===== config.mk =====
export PLATFORM = sky130hd
export DESIGN_NAME = level_sequencer
export DESIGN_NICKNAME = d
export VERILOG_FILES = /design/src/rtl/level_sequencer.sv
export SDC_FILE = /design/constraint.sdc
export NUM_CORES = 1
export LEC_CHECK = 0
export CORE_UTILIZATION = 52
export DETAILED_ROUTE_END_ITERATION = 8
export GPL_ROUTABILITY_DRIVEN = 1
export HOLD_SLACK_MARGIN = 0.05
export PLACE_DENSITY_LB_ADDON = 0.25
export SYNTH_ARGS = -nofsm -noshare
export SYNTH_HDL_FRONTEND = slang
export SYNTH_SLANG_ARGS = --single-unit

===== constraint.sdc =====
create_clock -name Clk -period 3.2 [get_ports Clk]
set_input_delay 0.64 -clock Clk [delete_from_list [all_inputs] [get_ports Clk]]
set_output_delay 0.64 -clock Clk [all_outputs]
set_load 0.01 [all_outputs]

===== src/rtl/level_sequencer.sv =====
// Game-flow controller for the three guessing-game levels (easy, medium, hard).
// Starts each level in turn, clears level state between levels, accumulates
// score and declares a win or a loss.
module level_sequencer #(
  parameter int unsigned MAX_GUESSES  = 5,
  parameter int unsigned CLEAR_CYCLES = 2,
  parameter int unsigned HOLD_CYCLES  = 50
) (
  input  logic       Clk,
  input  logic       reset,
  input  logic       start_i,
  input  logic [2:0] level_done_i,
  input  logic [8:0] guesses_flat_i,
  output logic [2:0] level_start_o,
  output logic       level_reset_o,
  output logic [1:0] curr_level_o,
  output logic [3:0] score_o,
  output logic       flash_o,
  output logic       game_won_o,
  output logic       game_over_o
);

  localparam int unsigned MaxCycles = (CLEAR_CYCLES > HOLD_CYCLES) ? CLEAR_CYCLES : HOLD_CYCLES;
  localparam int unsigned CntW      = $clog2(MaxCycles) + 1;

  typedef enum logic [2:0] {
    StIdle,
    StClear,
    StPlay,
    StWinHold,
    StLoseHold,
    StDoneWin,
    StDoneLose
  } state_e;

  state_e            state_q, state_d;
  logic [CntW-1:0]   cnt_q, cnt_d;
  logic [1:0]        curr_level_q, curr_level_d;
  logic [3:0]        score_q, score_d;
  logic [2:0]        level_start_q;
  logic              level_reset_q, flash_q, game_won_q, game_over_q;

  logic              done_sel;
  logic [2:0]        g_sel;
  logic [2:0]        level_onehot;
  logic [2:0]        term;
  logic [4:0]        sum;

  // Select done flag, guess count and enable pattern of the active level.
  always_comb begin
    done_sel     = level_done_i[0];
    g_sel        = guesses_flat_i[2:0];
    level_onehot = 3'b001;
    unique case (curr_level_q)
      2'd1: begin
        done_sel     = level_done_i[1];
        g_sel        = guesses_flat_i[5:3];
        level_onehot = 3'b010;
      end
      2'd2: begin
        done_sel     = level_done_i[2];
        g_sel        = guesses_flat_i[8:6];
        level_onehot = 3'b100;
      end
      default: begin
        done_sel     = level_done_i[0];
        g_sel        = guesses_flat_i[2:0];
        level_onehot = 3'b001;
      end
    endcase
  end

  // Level score: unused guesses, clamped at zero, added with saturation at 15.
  always_comb begin
    term = (g_sel > 3'(MAX_GUESSES)) ? 3'd0 : 3'(MAX_GUESSES) - g_sel;
    sum  = {1'b0, score_q} + {2'b00, term};
  end

  // Next-state logic for state, cycle counter, level index and score.
  always_comb begin
    state_d      = state_q;
    cnt_d        = cnt_q + 1'b1;
    curr_level_d = curr_level_q;
    score_d      = score_q;
    unique case (state_q)
      StIdle, StDoneWin, StDoneLose: begin
        if (start_i) begin
          state_d      = StClear;
          curr_level_d = 2'd0;
          score_d      = 4'd0;
        end
      end
      StClear: begin
        if (cnt_q == CntW'(CLEAR_CYCLES - 1)) state_d = StPlay;
      end
      StPlay: begin
        cnt_d = '0;
        // A done flag beats the guess limit when both arrive together.
        if (done_sel) begin
          state_d = StWinHold;
          score_d = (sum > 5'd15) ? 4'd15 : sum[3:0];
        end else if (g_sel >= 3'(MAX_GUESSES)) begin
          state_d = StLoseHold;
        end
      end
      StWinHold: begin
        if (cnt_q == CntW'(HOLD_CYCLES - 1)) begin
          if (curr_level_q == 2'd2) begin
            state_d = StDoneWin;
          end else begin
            state_d      = StClear;
            curr_level_d = curr_level_q + 2'd1;
          end
        end
      end
      StLoseHold: begin
        if (cnt_q == CntW'(HOLD_CYCLES - 1)) state_d = StDoneLose;
      end
      default: state_d = StIdle;
    endcase
    if (state_d != state_q) cnt_d = '0;
  end

  // State and Moore outputs; level_start stays up one cycle past leaving PLAY.
  always_ff @(posedge Clk) begin
    if (reset) begin
      state_q       <= StIdle;
      cnt_q         <= '0;
      curr_level_q  <= 2'd0;
      score_q       <= 4'd0;
      level_start_q <= 3'b000;
      level_reset_q <= 1'b0;
      flash_q       <= 1'b0;
      game_won_q    <= 1'b0;
      game_over_q   <= 1'b0;
    end else begin
      state_q       <= state_d;
      cnt_q         <= cnt_d;
      curr_level_q  <= curr_level_d;
      score_q       <= score_d;
      level_start_q <= (state_d == StPlay || state_q == StPlay) ? level_onehot : 3'b000;
      level_reset_q <= (state_d == StClear);
      flash_q       <= (state_d == StWinHold) || (state_d == StLoseHold);
      game_won_q    <= (state_d == StDoneWin);
      game_over_q   <= (state_d == StDoneLose);
    end
  end

  assign level_start_o = level_start_q;
  assign level_reset_o = level_reset_q;
  assign curr_level_o  = curr_level_q;
  assign score_o       = score_q;
  assign flash_o       = flash_q;
  assign game_won_o    = game_won_q;
  assign game_over_o   = game_over_q;

endmodule


* Word level (Yosys, flattened, before mapping)
Index checks and enable logic that the tools add are counted.
** Storage, ports and cells
- Input bits :: 15
- Output and inout bits :: 13
- Register bits after elaboration :: 23
** Operators by class
- Reductions and logical operators :: 10
- Muxes and demuxes :: 20
- Equality and inequality tests :: 21
- Bitwise logic cells :: 1
- Magnitude comparators :: 3
- $add $sub $neg :: 4
** Operators with widths (number)
- two-way mux 3 bit :: 8
- equality test 3 bit, second input constant :: 6
- one-hot mux 3 bit (5 select lines) :: 1
- equality test 3 x 2 -> 1 bit, second input constant :: 4
- two-way mux 4 bit :: 3
- one-hot mux 3 bit (2 select lines) :: 2
- != test 2 bit, second input constant :: 4
- one-hot mux 4 bit (2 select lines) :: 1
- adder 7 x 1 -> 7 bit, second input constant :: 1
- equality test 7 x 1 -> 1 bit, second input constant :: 1
- equality test 7 x 6 -> 1 bit, second input constant :: 1
- equality test 3 x 1 -> 1 bit, second input constant :: 2
- two-way mux 2 bit :: 3
- OR reduction 3 bit :: 2
- adder 4 x 3 -> 5 bit :: 1
- greater-than comparator 5 x 4 -> 1 bit, second input constant :: 1
- one-hot mux 2 bit (2 select lines) :: 1
- AND reduction 4 bit :: 1
- nonzero test 2 bit :: 2
- greater-or-equal comparator 3 bit, second input constant :: 1
- greater-than comparator 3 bit, second input constant :: 1
- zero test 3 bit :: 1
- != test 3 bit :: 1
- AND reduction 3 bit :: 1
- 8 further kinds :: 9

* Logic depth before layout (Yosys ltp)
Gate-level depths: netlist (run 1).
- Depth after elaboration :: 10
- Gate-level depth with buffers :: 14
- Gate-level depth less buffers :: 13

* Least setup slack after synthesis (run 1)
Ideal clock, no wire load.
- Path kind :: flip-flop to flip-flop
- Start point :: reg curr_level_q[0] (netlist: curr_level_o[0])
- End point :: reg score_q[1] (netlist: score_o[1])
- Data arrival time :: 2.607 ns
- Slack :: 0.528 ns
- Stages on the path, launching flop included :: 15
- Required time :: 3.135 ns
- Clock period less this slack :: 2.672 ns
- Path through :: dfxtp_1 inv_1 ha_1 buf_2 a221oi_1 nor2_1 a2bb2oi_1 ha_1 inv_1 fa_1 nor2b_1 o21ai_0 a21oi_1 mux2i_1 nor2_1
** Between the ends
- Cells in the longest elaborated chain, start to end :: 9
- Elaborated cells on any way between the ends :: 14
** RTL lines
- from (decl) :: RTL line 38 : logic [1:0] curr_level_q, curr_level_d;
- from (signal assigned) :: RTL line 139 : curr_level_q <= curr_level_d;
- equality test 2 bit or equality test 2 x 1 -> 1 bit (tied branches) :: RTL line 54 : unique case (curr_level_q)
- one-hot mux 3 bit (2 select lines) :: RTL line 54
- subtractor 3 bit or greater-than comparator 3 bit (tied branches) :: RTL line 75 : term = (g_sel > 3'(MAX_GUESSES)) ? 3'd0 : 3'(MAX_GUESSES) - g_sel;
- two-way mux 3 bit :: RTL line 75
- adder 4 x 3 -> 5 bit :: RTL line 76 : sum = {1'b0, score_q} + {2'b00, term};
- greater-than comparator 5 x 4 -> 1 bit :: RTL line 101 : score_d = (sum > 5'd15) ? 4'd15 : sum[3:0];
- two-way mux 4 bit :: RTL line 101
- two-way mux 4 bit :: RTL line 99 : if (done_sel) begin
- one-hot mux 4 bit (2 select lines) :: RTL line 85 : unique case (state_q)
- to (signal assigned) :: RTL line 140 : score_q <= score_d;
- to (decl) :: RTL line 39 : logic [3:0] score_q, score_d;
Parallel ways exist; a longest one is shown, timed or not. The select of a mux whose other input is x is not followed.
A chain may end at the register's enable or synchronous reset.

* Worst setup path in the final report (run 1)
Ends and elaborated chain as after synthesis.

==> results.json, run 1 <==
{
  "routed_wl_um": 3260,
  "die_w_um": 56,
  "hold_class": "reg -> reg",
  "finalCritPeriodShare_pct": 88.7,
  "start_kind": "flop",
  "synth_warnings": 0,
  "worst-setup-path-type": "reg -> reg",
  "cp-end-kind": "flop",
  "avgSynthCellArea_um2": 8.67,
  "first_global_vias": 1194,
  "peakVddDrop_v": 0.000238,
  "critPathTopFamily": "adder cells",
  "cts_buffers": 3,
  "grt_pass1_wl_um": 5380,
  "avgViaCountPerCell": 5.81,
  "cts_setup_buffers": 0,
  "synth_edf_count": 0,
  "tns_ps": 0,
  "fillers": 246,
  "tritoncts": "built",
  "p_switching_mw": 0.170,
  "pwr-share-seq_pct": 53.8,
  "seq_area_frac_synth_pct": 30.4,
  "area_delta_synth_final_pct": 20.6,
  "grt_use_total_pct": 21.6,
  "grt_max_degree": 17,
  "reg2reg_slack_ps": 360,
  "vias": 1337,
  "diodes": 0,
  "syn_inst": 175,
  "gp_congestion": 0.960,
  "drc": 0,
  "synthArstFlopShare_pct": 0,
  "worstPathMaxFanout": 10,
  "die-height_um": 56,
  "clock_path_buffers": 2,
  "htree_levels": 1,
  "worst_slew_pin_slew_ps": 573,
  "drt_pass1_iterations": 5,
  "synth_fp_nets": 200,
  "p_leak_nw": 0.695,
  "finalMaxSlewViolations": 0,
  "clkSinkCount": 23,
  "synthFlopType": "dfxtp_1",
  "cts_resized": 0,
  "utilization_pct": 66.3,
  "globalRouteMet2Util_pct": 35.7,
  "nets": 225,
  "power.density_mw_per_mm2": 317,
  "ant_nets": 0,
  "outcome": "finished clean",
  "path_cells": "inv_1, ha_1, a221oi_2, nor2_1, a2bb2oi_1, ha_1, inv_1, fa_1, nor2b_1, o21ai_0, a21oi_1, mux2i_1, nor2_1",
  "crit_buf_inv": 2,
  "ys_ff_latch": 23,
  "antenna_found_initial": 0,
  "synth_area_mm2": 0.00152,
  "grt.overflow.total": 0,
  "final.min_clock_period_ps": 2840,
  "drv_cap": 0,
  "worst_slew_margin_rel_pct": 61.7,
  "finalHoldViolCount": 0,
  "cpMaxStageDelayCell": "dfxtp_1",
  "met1_usage_pct": 29.1,
  "globalRouteMet3Util_pct": 3.26,
  "rsz0062_at_grt": "false",
  "drive_gt1_share_pct": 10.6,
  "setup-violations-final": 0,
  "cp.required_ps": 3450,
  "grt_most_used_layer": "met2",
  "first_iter_violations": 33,
  "start_util_pct": 55.0,
  "path_clk_slew_ps": 130,
  "holdBufCountCts": 0,
  "die-area_mm2": 0.00314,
  "power_frac_comb_pct": 22.9,
  "ios": 28,
  "clk_latency_ps": 310,
  "p_int_mw": 0.410,
  "clkPwrFrac_pct": 23.3,
  "max_stage_delay_ps": 440,
  "core_mm2": 0.00276,
  "cts-root-buf": "clkbuf_4",
  "rows": 19,
  "clock-skew-final_ps": 9.16,
  "routedWlPerCell_um": 14.2,
  "p_sw_share_pct": 29.3,
  "hpwl_um": 2480,
  "arrival_ps": 3090,
  "synth.distinct_cells": 45,
  "fmax_mhz": 352,
  "port_buffers": 27
}
## sequential cells by signal, summed over array words and instances (netlist names)
register       count
level_reset_o      1
game_won_o         1
level_start_o      3
curr_level_o       2
flash_o            1
cnt_q              7
state_q            3
game_over_o        1
score_o            4
## per-layer routing
| layer | part of all wire (%) | vias up |
|---|---|---|
| li1 | - | 672 |
| met1 | 48 | 612 |
| met2 | 46 | 49 |
| met3 | 4.8 | 4 |
| met4 | 1.3 | 0 |
| met5 | 0 | - |
## Yosys cell counts, drive strengths merged (5+ instances only)
library cell,instances,area share (%)
nor3,8,4.0
dfxtp,23,30
inv,10,2.5
a21oi,5,1.6
nand2b,7,2.9
ha,9,7.4
o21ai,6,2.0
nor2,19,5.2
a31oi,5,2.5
mux2i,6,4.0
nand2,12,3.0
nor2b,6,2.5
## metrics by stage
step           power, mW  setup slack, ps  hold slack (ps)  instance area, um^2  std cells
5_1_grt            0.608             77.5              571                 1830        230
3_5_place_dp       0.449              180              498                 1800        226
4_1_cts            0.582              286              520                 1820        230
6_report           0.580              361              523                 1830        230
2_1_floorplan      0.405              528              473                 1520        175
3_3_place_gp       0.444              267              485                 1800        226
## placed cells by master, fill, tap and decap left out, drive strengths merged, types with 4 or more instances in the layout
master	count
xnor2	4
nor2	19
a21oi	5
dfxtp	23
a31oi	5
clkdlybuf4s50	27
o21ai	6
ha	9
nor3	8
nand3	4
mux2i	6
nor2b	6
nand2b	7
inv	10
nand2	12
## tightest hold or removal path, cell delays in order (launching register included)
cell	delay, ps
dfxtp_1	370
nand2_1	70
a21oi_1	50
## path summary, 6_finish.rpt
check / from / end / cells after the start
worst max-delay path: curr_level_o[0] / score_o[1] / 13
worst min-delay path: score_o[3] / score_o[3] / 2
worst max register to register: curr_level_o[0] / score_o[1] / 13
worst min register to register: score_o[3] / score_o[3] / 2
## logic make-up (layout without fill, tap and decap cells)
group / Yosys count / count (layout) / share of synthesized area (%)
AND/OR/NAND/NOR: 77 / 77 / 29.6
AO/OA/AOI/OAI: 35 / 35 / 18.8
flip-flops: 23 / 23 / 30.4
buffers and inverters: 17 / 41 / 4.46
adder cells (fa/ha/maj): 10 / 10 / 8.75
XOR/XNOR: 7 / 7 / 4.04
multiplexers: 6 / 6 / 3.96
## area by class of cell
cell class	instances	area, um^2	share of cell area (%)
multi-input combinational	135	995	54.4
sequential	23	460	25.2
timing repair buffer	27	270	14.8
tap	31	38.8	2.12
inverter	10	37.5	2.05
clock buffer	3	22.5	1.23
clock inverter	1	5.00	0.274
## power by group through the flow
stage	clock network (mW)	registers, mW	logic [mW]
after global placement	0	0.317	0.127
after detailed placement	0	0.318	0.131
after global routing	0.150	0.314	0.144
final	0.135	0.312	0.133
after CTS	0.137	0.312	0.132
after floorplan	0	0.312	0.0924
No activity file was read; power rests on OpenSTA's default activity.
==> run 2, diff against run 1 <==
Settings changed: PLACE_DENSITY from default to 0.79, PLACE_DENSITY_LB_ADDON 0.25 to default.
==> run 2 against run 1 <==
Sequential power about the same. Register-to-register slack got worse by 100 ps. Clock power increased by 7%. Fmax decreased by 3.6%.
==> results.json, run 2 (synthesis results as in run 1) <==
{
  "clock_path_buffers": 2,
  "cp.required_ps": 3460,
  "clkSinkCount": 23,
  "whs_ps": 534,
  "rsz0062_at_grt": "false",
  "tritoncts": "built",
  "max_stage_delay_ps": 440,
  "worstPathMaxFanout": 10,
  "routedWlPerCell_um": 14.4,
  "final_common_cell": "clkdlybuf4s50_1",
  "grt_use_total_pct": 21.1,
  "hold_path_depth": 2,
  "routed_wl_um": 3320,
  "reg2reg_slack_ps": 260,
  "utilization_pct": 66.3,
  "start_util_pct": 55.0,
  "setup-violations-final": 0,
  "first_iter_violations": 30,
  "clock-skew-final_ps": 2.38,
  "diodes": 0,
  "largest_register_ffs": 7,
  "path_clk_slew_ps": 140,
  "total_power_mw": 0.589,
  "drv_cap": 0,
  "start_kind": "flop",
  "tns_ps": 0,
  "area_delta_synth_final_pct": 20.5,
  "mostFrequentLayoutCells": "27 x clkdlybuf4s50_1, 23 x dfxtp_1, 18 x nor2_1",
  "gp_congestion": 0.866,
  "final.min_clock_period_ps": 2940,
  "placed_cells": 226,
  "finalHoldViolCount": 0,
  "clk_latency_ps": 320,
  "die-area_mm2": 0.00314,
  "grt_max_degree": 17,
  "cts_buffers": 3,
  "cpMaxStageDelayCell": "dfxtp_1",
  "reg2reg_from": "curr_level_o[0]",
  "fin_area_mm2": 0.00183,
  "top_register": "cnt_q",
  "worst-setup-path-type": "reg -> reg",
  "placedInstanceArea_mm2": 0.00180,
  "outcome": "finished clean",
  "grt.overflow.total": 0,
  "drc": 0,
  "avgViaCountPerCell": 5.90,
  "finalMaxSlewViolations": 0,
  "cts-root-buf": "clkbuf_4",
  "htree_levels": 1,
  "hold_end": "score_o[3]",
  "peakVddDrop_v": 0.000288,
  "nets": 225,
  "fmax_mhz": 340,
  "core_mm2": 0.00276,
  "worst_slew_margin_rel_pct": 62.6,
  "arrival_ps": 3200,
  "drive_gt1_share_pct": 10.6,
  "pre_cts_ws_ps": 67.2,
  "finalCritPeriodShare_pct": 92.0,
  "die_w_um": 56,
  "vias": 1357,
  "rr_endpoint": "score_o[0]",
  "antenna_found_initial": 0,
  "ant_nets": 0,
  "power.density_mw_per_mm2": 322,
  "first_global_vias": 1218,
  "drt_pass1_iterations": 4,
  "holdBufCountCts": 0,
  "fillers": 233,
  "cp-end-kind": "flop",
  "setup_slack_ps": 256,
  "worst_slew_pin_slew_ps": 559,
  "die-height_um": 56,
  "rows": 19,
  "hold_class": "reg -> reg",
  "grt_pass1_wl_um": 5320,
  "crit_buf_inv": 2,
  "ios": 28,
  "cts_setup_buffers": 0,
  "reg2regPathDepth": 13,
  "port_buffers": 27,
  "path_cells": "inv_1, ha_2, a221oi_1, nor2_1, a2bb2oi_1, ha_1, inv_1, fa_1, nor2b_1, o21ai_0, a21oi_1, mux2i_1, nor2_1",
  "hold_start": "score_o[3]",
  "p_leak_nw": 0.686,
  "critPathTopFamily": "adder cells",
  "final-instance-count-excl-fill": 230,
  "hpwl_um": 2500
}
run 2: cell count changes in the layout (fill, tap and decap cells not counted), sizes merged:
cell      before  now
clkinv         1    0
clkinvlp       0    1
run 2: worst max-delay path by stage:
stage	slack [ps]	endpoint	startpoint	cells past startpoint
floorplan	530	score_o[1]	curr_level_o[0]	14
global placement	270	score_o[0]	guesses_flat_i[8]	12
detailed placement	70	score_o[0]	guesses_flat_i[8]	12
CTS	190	score_o[0]	curr_level_o[0]	13
global route	20	score_o[0]	curr_level_o[0]	13
finish	260	score_o[0]	curr_level_o[0]	13
run 2: timing repair:
| item | CTS | global route |
|---|---|---|
| resized for setup | 0 | 1 |
| hold endpoints to repair | 0 | 0 |
| endpoints found under the setup margin | 0 | 3 |
run 2: cell type report:
| type | count | area (um^2) | area share (%) |
|---|---|---|---|
| Clock buffer | 3 | 22.5 | 1.23 |
| Clock inverter | 1 | 7.51 | 0.411 |
| Inverter | 10 | 37.5 | 2.05 |
| Multi-Input combinational cell | 135 | 991 | 54.2 |
| Sequential cell | 23 | 460 | 25.2 |
| Tap cell | 31 | 38.8 | 2.12 |
| Timing Repair Buffer | 27 | 270 | 14.8 |
run 2: report_power, final:
| part | leakage [nW] | switching [mW] | internal [mW] |
|---|---|---|---|
| logic | 0.485 | 0.0659 | 0.0665 |
| registers | 0.186 | 0.0151 | 0.297 |
| clock network | 0.0139 | 0.0971 | 0.0477 |
run 2: worst min-delay path: cells and delay by family, from the launching register on:
kind               cells  cell delay, ps
AOI/OAI and AO/OA      1              50
DFF                    1             380
and+or+nand+nor        1              70
run 2: per-layer routing:
layer / share of wire (%) / track usage (%)
met3: 5.0 / 3.95
met1: 47 / 27.8
met5: 0 / 0
met2: 47 / 33.8
met4: 1.4 / 8.36
